===== src/rtl/seg_pkg.sv =====
// rtl/seg_pkg.sv - Shared constants and state type for the 7-segment count decoder.
package seg_pkg;

  localparam int SEG_W = 7;
  localparam int CNT_W = 3;

  // Segment order {a,b,c,d,e,f,g}, active-high.
  localparam logic [SEG_W-1:0] SEG_CODE_0 = 7'b1111110;
  localparam logic [SEG_W-1:0] SEG_CODE_1 = 7'b0110000;
  localparam logic [SEG_W-1:0] SEG_CODE_2 = 7'b1101101;
  localparam logic [SEG_W-1:0] SEG_CODE_3 = 7'b1111001;
  localparam logic [SEG_W-1:0] SEG_CODE_4 = 7'b0110011;
  localparam logic [SEG_W-1:0] SEG_CODE_5 = 7'b1011011;

  typedef enum logic [1:0] {
    S_INIT,
    S_TRACK,
    S_ERR
  } seg_state_t;

endpackage


===== src/rtl/seg_pattern_decode.sv =====
// rtl/seg_pattern_decode.sv - Combinational 7-segment pattern to count 0..5 decoder.
module seg_pattern_decode
  import seg_pkg::*;
(
  input  logic [SEG_W-1:0] pattern,
  output logic             legal,
  output logic [CNT_W-1:0] count
);

  always_comb begin
    legal = 1'b1;
    count = '0;
    case (pattern)
      SEG_CODE_0: count = 3'd0;
      SEG_CODE_1: count = 3'd1;
      SEG_CODE_2: count = 3'd2;
      SEG_CODE_3: count = 3'd3;
      SEG_CODE_4: count = 3'd4;
      SEG_CODE_5: count = 3'd5;
      default:    legal = 1'b0;
    endcase
  end

endmodule


===== src/rtl/seg_count_decoder.sv =====
// rtl/seg_count_decoder.sv - Debounces a 7-segment bus and decodes it to a count with change events.
// Optional SEG_ACTIVE_LOW_EN: invert segs_i before sampling (common-anode display).
module seg_count_decoder
  import seg_pkg::*;
#(
  parameter int STABLE_CYCLES = 4,
  parameter int ERRCNT_W      = 8
) (
  input  logic                clk,
  input  logic                rst_n,
  input  logic [SEG_W-1:0]    segs_i,
  output logic [CNT_W-1:0]    count_o,
  output logic                count_valid_o,
  output logic                evt_valid_o,
  input  logic                evt_ready_i,
  output logic [CNT_W-1:0]    evt_count_o,
  output logic                evt_ovr_o,
  output logic                err_o,
  output logic [ERRCNT_W-1:0] err_cnt_o
);

  localparam logic [3:0] STAB_MAX  = 4'(STABLE_CYCLES);
  localparam logic [3:0] STAB_LAST = 4'(STABLE_CYCLES - 1);

  logic [SEG_W-1:0] segs_s;
  logic [SEG_W-1:0] segs_q;
  logic [3:0]       stab_cnt;
  seg_state_t       state;
  logic             dec_legal;
  logic [CNT_W-1:0] dec_count;
  logic             commit;
  logic             raise;

`ifdef SEG_ACTIVE_LOW_EN
  assign segs_s = ~segs_i;
`else
  assign segs_s = segs_i;
`endif

  seg_pattern_decode u_decode (
    .pattern (segs_q),
    .legal   (dec_legal),
    .count   (dec_count)
  );

  // Commit exactly once per stable episode, on the edge the counter reaches STABLE_CYCLES.
  assign commit = (segs_s == segs_q) && (stab_cnt == STAB_LAST);
  assign raise  = commit && dec_legal && (!count_valid_o || (dec_count != count_o));

  always_ff @(posedge clk or negedge rst_n) begin
    if (!rst_n) begin
      segs_q        <= '0;
      stab_cnt      <= '0;
      state         <= S_INIT;
      count_o       <= '0;
      count_valid_o <= 1'b0;
      evt_valid_o   <= 1'b0;
      evt_count_o   <= '0;
      evt_ovr_o     <= 1'b0;
      err_o         <= 1'b0;
      err_cnt_o     <= '0;
    end else begin
      if (segs_s != segs_q) begin
        segs_q   <= segs_s;
        stab_cnt <= '0;
      end else if (stab_cnt < STAB_MAX) begin
        stab_cnt <= stab_cnt + 4'd1;
      end

      if (commit) begin
        if (dec_legal) begin
          state         <= S_TRACK;
          count_o       <= dec_count;
          count_valid_o <= 1'b1;
          err_o         <= 1'b0;
        end else if (state != S_ERR) begin
          state <= S_ERR;
          err_o <= 1'b1;
          if (err_cnt_o != '1) begin
            err_cnt_o <= err_cnt_o + 1'b1;
          end
        end
      end

      // A new raise always wins over acceptance on the same edge.
      if (raise) begin
        evt_valid_o <= 1'b1;
        evt_count_o <= dec_count;
        if (evt_valid_o && !evt_ready_i) begin
          evt_ovr_o <= 1'b1;
        end
      end else if (evt_valid_o && evt_ready_i) begin
        evt_valid_o <= 1'b0;
      end
    end
  end

endmodule

===== config.mk =====
export PLATFORM = sky130hd
export DESIGN_NAME = seg_count_decoder
export DESIGN_NICKNAME = d
export VERILOG_FILES = /design/src/rtl/seg_pkg.sv /design/src/rtl/seg_pattern_decode.sv /design/src/rtl/seg_count_decoder.sv
export SDC_FILE = /design/constraint.sdc
export NUM_CORES = 1
export LEC_CHECK = 0
export CAP_MARGIN = 20
export CORE_ASPECT_RATIO = 2
export CORE_MARGIN = 2
export CORE_UTILIZATION = 56
export DETAILED_ROUTE_END_ITERATION = 8
export PLACE_DENSITY = 0.88
export SETUP_SLACK_MARGIN = 0.5
export SKIP_LAST_GASP = 1
export SYNTH_ARGS = -nofsm -noshare
export SYNTH_HDL_FRONTEND = slang
export SYNTH_SLANG_ARGS = --single-unit

===== constraint.sdc =====
create_clock -name clk -period 5.4 [get_ports clk]
set_clock_uncertainty 0.1 [all_clocks]
set_input_delay 1.62 -clock clk [delete_from_list [all_inputs] [get_ports clk]]
set_output_delay 1.62 -clock clk [all_outputs]
set_load 0.01 [all_outputs]

# Yosys cells after proc, flatten, opt, wreduce, memory -nomap -nowiden
# Cells that the tools add are included.
# op_classes
n_bitwise	1
n_lt_le_gt_ge	1
addsub	2
mux	10
n_eq_ne	12
n_reduce_logical	16
# ops
op	n
$eq 7x7->1 const B	4
$pmux 3 s5	1
$eq 7x6->1 const B	2
$add 8x1->8 const B	1
$mux 4	2
$ne 8x8->1 const B	1
$eq 7x7->1	1
$ne 7x7->1	1
$reduce_and 2->1	3
$reduce_bool 2->1	3
$reduce_or 6->1	1
$logic_and 1x1->1	5
$mux 1	5
$add 4x1->4 const B	1
$eq 4x2->1 const B	1
$lt 4x3->1 const B	1
$mux 2	2
$reduce_and 4->1	1
$ne 3x3->1	1
$logic_not 1->1	2
$ne 2x2->1 const B	1
$logic_or 1x1->1	1
$not 1->1	1
# totals
word_cells	52
out_inout_bits	18
input_bits	10
ff_bits	31

# Longest topological paths before layout
# depth
word_depth	6
mapped_depth	7
ltp_nobuf	5

# Hierarchy
# From an unflattened synthesis, not the netlist that was laid out.
# hier_totals
cells_unflattened	131
area_unflattened_um2	1467.7
# modules_own_cells
mod	n_inst	area_per_inst_um2	seq_area_each_um2	cells_per_inst
seg_count_decoder	1	1310.0	750.7	109
seg_pattern_decode	1	157.7	0.0	22

# Worst setup path before layout
# No wires, ideal clock.
# synth_timing
path_kind	input to register
from	in segs_i[5]
to	reg err_cnt_o[1]
required_time_ps	5172
slack_ps	2171
arrival_time_ps	3001
n_path_buf	1
stages	6
path_cell_list	xor2_1 nor4_2 nand4b_2 buf_6 nor3_2 mux2_1
# synth_via
elab_chain_cells	3
# synth_rtl
element	line_no	rtl
start: declaration	seg_count_decoder.sv:11	input logic [SEG_W-1:0] segs_i,
$eq 7x7->1	seg_count_decoder.sv:47	assign commit = (segs_s == segs_q) && (stab_cnt == STAB_LAST);
$logic_and 1x1->1	seg_count_decoder.sv:47	
$reduce_and 4->1 (no source line)	n/a	
end signal: assignment	seg_count_decoder.sv:80	err_cnt_o <= err_cnt_o + 1'b1;
end: declaration	seg_count_decoder.sv:19	output logic [ERRCNT_W-1:0] err_cnt_o
# Every way passes these cells.
# A chain may end at the register's enable or synchronous reset.

# Final worst setup path
# layout_timing
from	in segs_i[5]
to	reg evt_count_o[0]
# layout_via
elab_chain_cells	4
# layout_rtl
element	line_no	rtl
$eq 7x7->1	seg_count_decoder.sv:47	
$logic_and 1x1->1	seg_count_decoder.sv:47	
$logic_and 1x1->1 (2 in a row)	seg_count_decoder.sv:48	assign raise = commit && dec_legal && (!count_valid_o || (dec_count != count_o));
end signal: assignment	seg_count_decoder.sv:88	evt_count_o <= dec_count;
end: declaration	seg_count_decoder.sv:16	output logic [CNT_W-1:0] evt_count_o,
# Every way passes these cells.

==> results.py <==
metrics = {
    "run_status": {
        "status": "complete, no violations",
    },
    "layout": {
        "area_delta_synth_final_pct": 19.74,
        "antenna_cells_inserted": 0,
        "fillers": 216,
        "fin_area_sq_mm": 0.001951,
        "nets": 176,
        "drive_above_1_share_pct": 15.76,
    },
    "logic_synthesis": {
        "syn_area_per_cell_sq_um": 11.47,
        "yosysMostFrequentCell": "dfrtp_1",
        "netlist_area_sq_mm": 0.001629,
        "syn-num-nets": 154,
        "yosys_register_bits": 30,
        "synth_area_leaders": "dfrtp_1 46%, xor2_1 8.1%, nor4_2 4.6%",
        "synth_edf_count": 0,
        "yosys_warnings": 0,
        "netlist_top_cells_count": "30 x dfrtp_1, 15 x xor2_1, 8 x nand2_1",
        "ys_types": 44,
        "netlist_instances": 142,
        "synth_top_area_share_pct": 46.08,
        "yosysTopAreaCell": "dfrtp_1",
        "synth_top_flop_cell": "dfrtp_1",
        "synth-seq-area-share_pct": 46.08,
        "async_flop_share_pct": 100.0,
    },
    "power_and_ir_drop": {
        "ir_drop_v": 0.0001780,
        "p_total_uw": 449.5,
        "power_density_mw_per_mm2": 230.4,
        "leakagePower_uw": 0.0009023,
    },
    "critical_path": {
        "worstSetupEndpointType": "register",
        "r2r_slack_ns": 2.92,
        "critPathMaxStageDelay_ns": 0.50,
        "worst-path-buf-inv": 1,
        "r2r-end": "evt_count_o[0]$_DFFE_PN0P_",
        "required_ns": 5.47,
        "critPathTopFamily": "simple AND/OR/NAND/NOR gates",
        "worstRegToRegCells": 5,
        "crit_path_start_kind": "input port",
        "worst-endpoint-arrival_ns": 3.81,
        "cp_slowest_cell": "a311oi_4",
        "cp_cell_sequence": "clkdlybuf4s50_1, xor2_1, nor4_2, nand4b_2, a311oi_4, mux2_4",
        "crit_type": "in -> reg",
        "path_max_fanout": 12,
        "r2r_start": "segs_q[5]$_DFFE_PN0N_",
    },
    "min_path": {
        "min_from": "evt_ovr_o$_DFFE_PN0P_",
        "worstHoldEndpoint": "evt_ovr_o$_DFFE_PN0P_",
        "worstHoldPathCells": 1,
        "min_path_type": "reg -> reg",
    },
    "clock_tree": {
        "clock_sink_count": 30,
        "worstSkewPairLatency_ns": 0.29,
        "cts_buffers": 5,
        "cts_buffer_depth": 2,
        "cts_setup_buffers": 0,
        "root_buffer": "clkbuf_8",
        "path_clk_slew_ns": 0.07,
        "cts_resized": 0,
        "cts_max_level": 2,
        "cts_hold_buf": 0,
        "cts_tree": "built",
    },
    "global_route": {
        "grt_pass1_wl_microns": 5175,
        "grt_antenna_before_repair": 0,
        "overflow": 0,
        "grt_pass1_vias": 1198,
        "grt_start_max_net_pins": 31,
        "grt_use_total_pct": 20.57,
    },
    "sta": {
        "fin_crit_sh_pct": 69.26,
        "report.final.slew_viol_count": 0,
        "fmax_mhz": 267.4,
        "relSlewSlack_pct": 48.79,
        "hold_violations": 0,
        "finalSetupViolations": 0,
        "worstMarginPinSlew_ns": 0.7682,
        "fin_crit_ns": 3.740,
        "tns_ns": 0,
        "rsz0062_at_grt": "no",
    },
    "route": {
        "drt_first_pass_iters": 4,
        "wl_per_cell_microns": 15.40,
        "routed_wl_microns": 2988,
        "vias": 1129,
        "viasPerCell": 5.820,
        "drtIter0Drc": 37,
        "drc": 0,
        "ant_nets": 0,
    },
    "placed_design": {
        "dp_hpwl_microns": 2378,
        "dpl_cell_area_sq_mm": 0.001859,
        "io_buffers": 27,
        "gp_congestion": 0.8528,
    },
    "floorplan": {
        "core_area_sq_mm": 0.002770,
        "die_w_microns": 42.14,
        "std_cell_rows": 27,
        "die_y_microns": 80.28,
        "die_area_sq_mm": 0.003383,
        "start_util_pct": 58.81,
        "ios": 28,
    },
    "job": {
        "max_cap_viol_count": 0,
    },
}
-- placed cells by master, fill, tap and decap left out, drive strengths merged, types with 2 or more instances in the layout --
cell,n
a21oi,3
mux2,5
nor3,2
xnor2,2
nand2,8
o211ai,3
a31oi,2
dfrtp,30
and4b,3
clkdlybuf4s50,27
nand3,6
ha,2
nor4b,2
clkbuf,7
xor2,15
and3,3
a21o,3
inv,7
nor2,6
o21ai,4
a31o,3
nor4,6
-- metrics by stage --
step	utilization (%)	hold WS [ns]	worst slack [ns]	cells
floorplan	-	0.3479	2.171	142
detailed placement	67.12	0.3534	1.334	186
finish	70.42	0.3659	1.660	194
global placement	67.12	0.3524	1.398	186
global route	70.42	0.4083	1.479	194
CTS	70.42	0.3682	1.643	194
-- layer usage --
| layer | up-vias | global-route usage, % | wire length [microns] |
|---|---|---|---|
| met5 | - | 0 | 0 |
| met4 | 0 | 14.06 | 112 |
| met3 | 12 | 6.067 | 109 |
| met2 | 29 | 39.38 | 1705 |
| met1 | 548 | 17.13 | 1060 |
| li1 | 540 | - | - |
-- report_power, final --
group,switching [uW],internal [uW]
sequential,6.66,228
combinational,14.3,13.5
clock,84.6,103
-- cell type report --
type / instances / area, sq um / area share (%)
clock inverters: 1 / 5.005 / 0.2566
inverters: 7 / 26.28 / 1.347
repair buffers: 28 / 277.8 / 14.24
clock buffers: 7 / 86.33 / 4.426
multi-input cells: 92 / 768.2 / 39.38
flip-flops and latches: 30 / 750.7 / 38.49
well taps: 29 / 36.28 / 1.860
-- sequential cells by signal (all words and copies together), names as in the netlist --
| register | count |
|---|---|
| err_cnt_o | 8 |
| segs_q | 7 |
| stab_cnt | 4 |
| count_o | 3 |
| evt_count_o | 3 |
| count_valid_o | 1 |
| err_o | 1 |
| evt_ovr_o | 1 |
| evt_valid_o | 1 |
| state | 1 |
-- worst max-delay path by stage --
stage,startpoint,depth (start not counted),end,slack [ns]
floorplan,segs_i[5],6,err_cnt_o[1]$_DFFE_PN0P_,2.17
global placement,segs_i[5],6,evt_count_o[1]$_DFFE_PN0P_,1.40
detailed placement,segs_i[5],6,evt_count_o[0]$_DFFE_PN0P_,1.33
CTS,segs_i[5],6,evt_count_o[0]$_DFFE_PN0P_,1.64
global route,segs_i[5],6,evt_count_o[0]$_DFFE_PN0P_,1.48
finish,segs_i[5],6,evt_count_o[0]$_DFFE_PN0P_,1.66
-- kinds of logic (layout without fill, tap and decap cells) --
kind of cell	Yosys count	after routing	synth area share [%]
multiplexers	6	6	4.531
AO/OA/AOI/OAI	23	23	12.06
adder cells (fa/ha/maj)	2	2	1.536
flip-flops	30	30	46.08
AND/OR/NAND/NOR	44	44	19.89
buffers and inverters	20	43	6.759
XOR/XNOR	17	17	9.140
No activity file was read; power rests on OpenSTA's default activity.
